**src/rtl/subtractor_32bits_seq.sv**
```systemverilog
// Multi-cycle 32-bit subtractor: one SLICE_W-bit slice per clock, LSB slice first,
// with a registered borrow chain. Vectors use [0:31] ordering (bit 0 is the MSB).
module subtractor_32bits_seq #(
    parameter int SLICE_W = 8  // legal: 1, 2, 4, 8, 16, 32
) (
    input  logic        clk,
    input  logic        rst_n,
    input  logic        start,
    input  logic [0:31] in1,
    input  logic [0:31] in2,
    input  logic        bin,
    output logic        ready,
    output logic [0:31] out,
    output logic        bout,
    output logic        ovf,
    output logic        done,
    output logic [1:0]  state_dbg
);

    localparam int NSLICE = 32 / SLICE_W;
    localparam int CW = (NSLICE > 1) ? $clog2(NSLICE) : 1;
    localparam logic [CW-1:0] LAST = CW'(NSLICE - 1);

    typedef enum logic [1:0] {
        IDLE = 2'd0,
        RUN  = 2'd1,
        DONE = 2'd2
    } state_t;

    // Handshake: start is taken on a rising edge only while ready=1 (IDLE);
    // done is a one-cycle pulse and out/bout/ovf hold until the next accept.
    state_t          state;
    logic [0:31]     a_q;
    logic [0:31]     b_q;
    logic            borrow;
    logic [CW-1:0]   cnt;
    logic [4:0]      base;
    logic [SLICE_W:0] diff;

    // Slice k covers ascending bits [base : base+SLICE_W-1], counted from the LSB end.
    always_comb begin
        base = 5'(32 - (int'(cnt) + 1) * SLICE_W);
        diff = {1'b0, a_q[base +: SLICE_W]}
             - {1'b0, b_q[base +: SLICE_W]}
             - {{SLICE_W{1'b0}}, borrow};
    end

    always_ff @(posedge clk or negedge rst_n) begin
        if (!rst_n) begin
            state  <= IDLE;
            a_q    <= '0;
            b_q    <= '0;
            borrow <= 1'b0;
            cnt    <= '0;
            out    <= '0;
            bout   <= 1'b0;
            ovf    <= 1'b0;
            done   <= 1'b0;
        end else begin
            done <= 1'b0;
            case (state)
                IDLE: begin
                    if (start) begin
                        a_q    <= in1;
                        b_q    <= in2;
                        borrow <= bin;
                        cnt    <= '0;
                        out    <= '0;
                        state  <= RUN;
                    end
                end
                RUN: begin
                    out[base +: SLICE_W] <= diff[SLICE_W-1:0];
                    borrow <= diff[SLICE_W];
                    cnt    <= cnt + 1'b1;
                    if (cnt == LAST) state <= DONE;
                end
                DONE: begin
                    done  <= 1'b1;
                    bout  <= borrow;
                    ovf   <= (a_q[0] != b_q[0]) & (out[0] != a_q[0]);
                    state <= IDLE;
                end
                default: state <= IDLE;
            endcase
        end
    end

    assign ready     = (state == IDLE);
    assign state_dbg = state;

endmodule

```
**config.mk**
```make
export PLATFORM = sky130hd
export DESIGN_NAME = subtractor_32bits_seq
export DESIGN_NICKNAME = d
export VERILOG_FILES = /design/src/rtl/subtractor_32bits_seq.sv
export SDC_FILE = /design/constraint.sdc
export NUM_CORES = 1
export LEC_CHECK = 0
export CORE_MARGIN = 2
export CORE_UTILIZATION = 52
export CTS_BUF_LIST = sky130_fd_sc_hd__clkbuf_4 sky130_fd_sc_hd__clkbuf_8
export DETAILED_ROUTE_END_ITERATION = 10
export GPL_TIMING_DRIVEN = 0
export HOLD_SLACK_MARGIN = 0.08
export PLACE_DENSITY = 0.87
export SETUP_SLACK_MARGIN = 0.2
export SYNTH_ARGS = -nofsm -noshare
export SYNTH_HDL_FRONTEND = slang
export SYNTH_SLANG_ARGS = --single-unit
```
**constraint.sdc**
```tcl
create_clock -name clk -period 4.53 [get_ports clk]
set_input_delay 0.6795 -clock clk [delete_from_list [all_inputs] [get_ports clk]]
set_output_delay 0.6795 -clock clk [all_outputs]
set_load 0.02 [all_outputs]
```
Word-level counts from Yosys, hierarchy flattened
Cells that the tools add are included.

word-level totals
  flip-flop bits (word level) = 104
  bits in latches = 0
  memory bits (writable) = 0
  bits in read-only memories = 0
  input bits = 68
  output and inout port bits = 38
  word-level logic and storage cells = 44
  memories kept = 0

cells by class
  add/subtract/negate cells = 6
  multiply operators = 0
  div/mod/pow operators = 0
  magnitude comparators = 0
  equal/unequal tests = 7
  shift operators = 4
  muxes and demuxes = 11
  bitwise operators = 2
  reductions and logical operators = 5

operators by type and width
  cell                     count
  $shiftx 32x6->33         2
  $pmux 32 s2              1
  $shift 33x7->32 const A  1
  $shiftx 33x7->32         1
  $bwmux 32                1
  $mux 32                  1
  $sub 8x8->9              1
  $sub 9x1->9              1
  $pmux 2 s2               2
  $neg 6->7                1
  $mux 2                   3
  $not 5->6                1
  $reduce_and 2->1         3
  $sub 1x5->5 const A      1
  $add 2x1->2 const B      2
  $eq 2x2->1 const B       2
  $ne 2x2->1 const B       2
  $eq 2x1->1 const B       1
  $logic_not 2->1          1
  $mux 1                   2
  $ne 1x1->1               2
  $pmux 1 s2               1
  $reduce_bool 2->1        1
  $and 1x1->1              1

Depth between registers and ports, before layout
  depth after elaboration = 9
  mapped depth = 15
  mapped depth without buffers = 13

Worst setup path before layout
OpenSTA, ideal clock, no wires.

  path kind = register to register
  start point = register cnt[0]
  end point = register borrow
  data arrival time = 3.442 ns
  required time = 4.453 ns
  slack = 1.011 ns
  stages on the path, launching flop included = 15
  path buffers = 2
  cells stage by stage = dfrtp_1 > inv_1 > ha_1 > clkbuf_1 > clkbuf_1 > mux4_2 > ha_1 > inv_1 > ha_1 > a21o_1 > o21bai_1 > a211oi_1 > o21bai_1 > xor2_1 > a21oi_1

on the way
  cells in the longest elaborated chain, start to end = 7
  elaborated cells on any way between the ends = 8
  those cells by class = add/sub: 4; shift: 2; mux: 1; bitwise: 1

RTL lines
  item                                        RTL line  RTL
  from (decl)                                 36        logic [CW-1:0] cnt;
  from (signal assigned)                      75        cnt <= cnt + 1'b1;
  $add 2x1->2 (*)                             42        base = 5'(32 - (int'(cnt) + 1) * SLICE_W);
  $sub 1x5->5 (*)                             42
  $not 5->6 (not written as such) (*)         43, 44
  $shiftx 32x6->33, on equally long branches  43, 44
  $sub 8x8->9 (*)                             44        - {1'b0, b_q[base +: SLICE_W]}
  $sub 9x1->9 (*)                             45        - {{SLICE_W{1'b0}}, borrow};
  $pmux 1 s2 (*)                              61        case (state)
  to (signal assigned)                        66        borrow <= bin;
  to (signal assigned)                        74        borrow <= diff[SLICE_W];
  to (decl)                                   35        logic borrow;

Mark *: on every way between the ends. The rest lies on a longest branch, timed or not.
A chain may end at the register's enable or synchronous reset.

Final worst setup path
  start point = register cnt[0]
  end point = register out[2] (netlist bit)

on the way
  cells in the longest elaborated chain, start to end = 9
  elaborated cells on any way between the ends = 12
  those cells by class = add/sub: 5; shift: 4; mux: 2; bitwise: 1

RTL lines
  item                                        RTL line    RTL
  $add 2x1->2 (*)                             42
  $sub 1x5->5 (*)                             42
  $not 5->6 (not written as such) (*)         43, 44, 73
  $shiftx 32x6->33, on equally long branches  43, 44
  $sub 8x8->9                                 44
  $sub 9x1->9                                 45
  $shiftx 33x7->32                            73          out[base +: SLICE_W] <= diff[SLICE_W-1:0];
  $bwmux 32 (*)                               73
  $pmux 32 s2 (*)                             61
  to (signal, indexed assignment)             73
  to (decl)                                   13          output logic [0:31] out,

Marked as above.

==> flow_summary.ini <==
[grt]
grt_max_degree = 71
grtUsageTotal_pct = 23.0
antenna_found_initial = 0
grt_pass1_wl_mm = 17.5
first_global_vias = 3423
grt_overflow = 0

[logic_synthesis]
ys_warn_count = 0
ys_seq_elements = 104
ys_seq_area_share_pct = 54.7
yosysTopAreaCell = dfrtp_1
synth_area_leaders = dfrtp_1, mux2_2, mux4_2, a22o_1, ha_1
synth_area_mm2 = 0.00476
synth_area_per_cell_um2 = 14.1
ys_types = 31
synth_nets = 423
synth_cells = 337
synth_top_area_share_pct = 54.7

[clocking]
cts_buffer_depth = 2
cts_tree = yes
cts.sinks = 104
cts.clk_slew.worst_paths_ps = 100
clk-insertion-delay-late_ps = 360
h-tree-depth = 3
ctsRootBufferMaster = clkbuf_8
cts_made_buffers = 9
cts_setup_buffers = 0

[place]
postPlaceCellArea_mm2 = 0.00597
hpwl_mm = 8.06
place_congestion = 0.809
port_buffers = 105

[timing]
finalCriticalPeriod_ps = 3850
worstMarginPinSlew_ps = 703
finClkSkew_ps = 8.85
rsz0062_at_grt = false
setup_viol = 0
slew_violations = 0
fin_tns_setup_ps = 0
relSlewSlack_pct = 53.0
max_freq_ghz = 0.260
hold_viol_final = 0
post-route-period-util_pct = 85.0

[hold_path]
min_path_type = in -> async

[floorplanning]
rows = 34
die_h_um = 99.7
initial_core_util_pct = 54.0
core_area_mm2 = 0.00881
die_w_um = 99.7
dieArea_mm2 = 0.00993
io_pins = 106

[finish]
final_util_pct = 70.2
fill_cells = 620
fin_nets = 540
fin_area_mm2 = 0.00618
multi_input_comb_area_mm2 = 0.00199
final-seq-area_mm2 = 0.00260
drive_gt1_share_pct = 24.6
n_antenna_cell = 0
area_growth_pct = 29.9

[flow_run]
cap_violations = 0

[setup_path]
r2r_slack_ps = 680
worst_ep_arrival_time_ps = 4150
critPathMaxStageDelay_ps = 450
r2r-start = cnt[0]
worstReg2RegEnd = out[2]
cp_max_fo = 10
end_kind = flop
worstSetupPathType = reg -> reg
start_kind = flop
crit_required_ps = 4840
path_cells = inv_1 -> ha_1 -> clkbuf_2 -> clkbuf_2 -> mux4_2 -> fa_1 -> inv_1 -> ha_1 -> a21oi_2 -> o21ai_1 -> a21o_1 -> xor2_1 -> a22o_1
slowest_stage = dfrtp_1
ff2ff_path_depth = 13

[outcome]
status = completed

[route]
drtAntennaViolNets = 0
drcViolationCount = 0
wl_per_cell_um = 18.6
vias = 3218
drtIter0Drc = 131
via_per_inst = 5.68
first_pass_iters = 4
finalWirelength_mm = 10.5
-- metal layers --
layer  vias up  routed length [µm]  GRT usage [%]
li1       1449                   -              -
met2       101                5250           37.2
met5         -                   0              0
met4         0                 231           8.85
met1      1649                4520           31.1
met3        19                 530           4.36
-- critical path, delay by kind of cell (launching register included) --
family / cells / cell delay (ps)
mux: 1 / 400
buf+inv: 4 / 890
compound gates: 4 / 690
fa+ha+maj: 3 / 990
xor+xnor: 1 / 370
flops: 1 / 450
-- cell type report --
cell class / count / share of cell area [%]
sequential: 104 / 42.1
multi-input combinational: 191 / 32.2
clock buffer: 12 / 2.57
timing repair buffer: 106 / 17.4
tap: 108 / 2.18
inverter: 27 / 1.64
buffer: 15 / 1.09
clock inverter: 4 / 0.850
-- how the worst max path moves through the flow --
stage                 from      end  slack (ps)
global placement     rst_n  a_q[18]        -900
detailed placement  cnt[0]  out[26]         220
finish              cnt[0]   out[2]         680
CTS                 cnt[0]   out[2]         210
floorplan           cnt[0]   borrow        1010
global route        cnt[0]   out[2]         450
-- state kept, by name (all words and copies together), names as in the netlist --
name and cells:
a_q 32, b_q 32, out 32, cnt 2, state_dbg 2, borrow 1
bout 1, done 1, ovf 1
-- Yosys cell counts --
cell type and count:
nand3b_1 1, and2_1 1, o21bai_1 3, nand2_1 10, or3b_2 1, nor3b_2 1
a21oi_1 4, inv_1 27, o21ai_1 2, a211oi_1 2, and4_1 2, a22o_1 29
nor2_1 3, a31oi_1 1, mux2_2 65, fa_1 2, clkbuf_1 6, dfrtp_1 104
a21o_1 6, nor2b_1 4, nand3_1 1, mux4_2 16, a21oi_2 2, nand2b_1 4
buf_2 7, nor4b_2 1, xnor2_1 3, buf_1 2, xor2_1 4, ha_1 16
o21ai_0 7
-- metrics by stage --
step | setup slack [ps] | std cells | hold WS (ps)
after global placement | -902 | 550 | 471
after floorplan | 1010 | 337 | 384
final | 681 | 567 | 260
after CTS | 207 | 567 | 273
after detailed placement | 218 | 551 | 492
after global routing | 452 | 567 | 296
-- placed cells by master (no fill, tap or decap) --
master / count
nand3b_1: 1
bufinv_16: 1
buf_16: 1
clkbuf_4: 1
a22o_1: 29
nor2b_1: 4
buf_2: 7
o21bai_1: 3
nand2b_1: 4
mux2_2: 65
xor2_1: 4
ha_1: 16
clkbuf_8: 11
mux4_2: 16
clkbuf_1: 4
xnor2_1: 3
inv_1: 27
a211oi_1: 2
a31oi_1: 1
clkinv_2: 1
a21o_1: 6
and4_1: 2
o21ai_0: 7
dfrtp_1: 104
nand2_1: 10
nand3_1: 1
buf_4: 1
clkinv_4: 2
a21oi_2: 2
and2_1: 1
fa_1: 2
clkbuf_2: 2
clkdlybuf4s50_1: 104
nor2_1: 3
or3b_2: 1
buf_1: 2
o21ai_1: 2
a21oi_1: 4
nor4b_2: 1
nor3b_2: 1
-- kinds of logic (layout without fill, tap and decap cells) --
kind of cell,after synthesis,count (layout),share of synthesized area (%)
adders and majority gates,18,18,5.05
muxes,81,81,22.9
DFF,104,104,54.7
xor gates and xnor gates,7,7,1.29
and+or+nand+nor,29,29,3.60
buffers and inverters,42,164,3.50
AOI/OAI and AO/OA,56,56,8.94
-- repair_timing --
action / 4_1_cts / 5_1_grt
gates resized for setup: 0 / 4
endpoints found under the setup margin: 0 / 16
hold buffers: 0 / 0
Power is not shown: default switching activity piles up to over one toggle a cycle in this logic, so the estimate is an artifact.
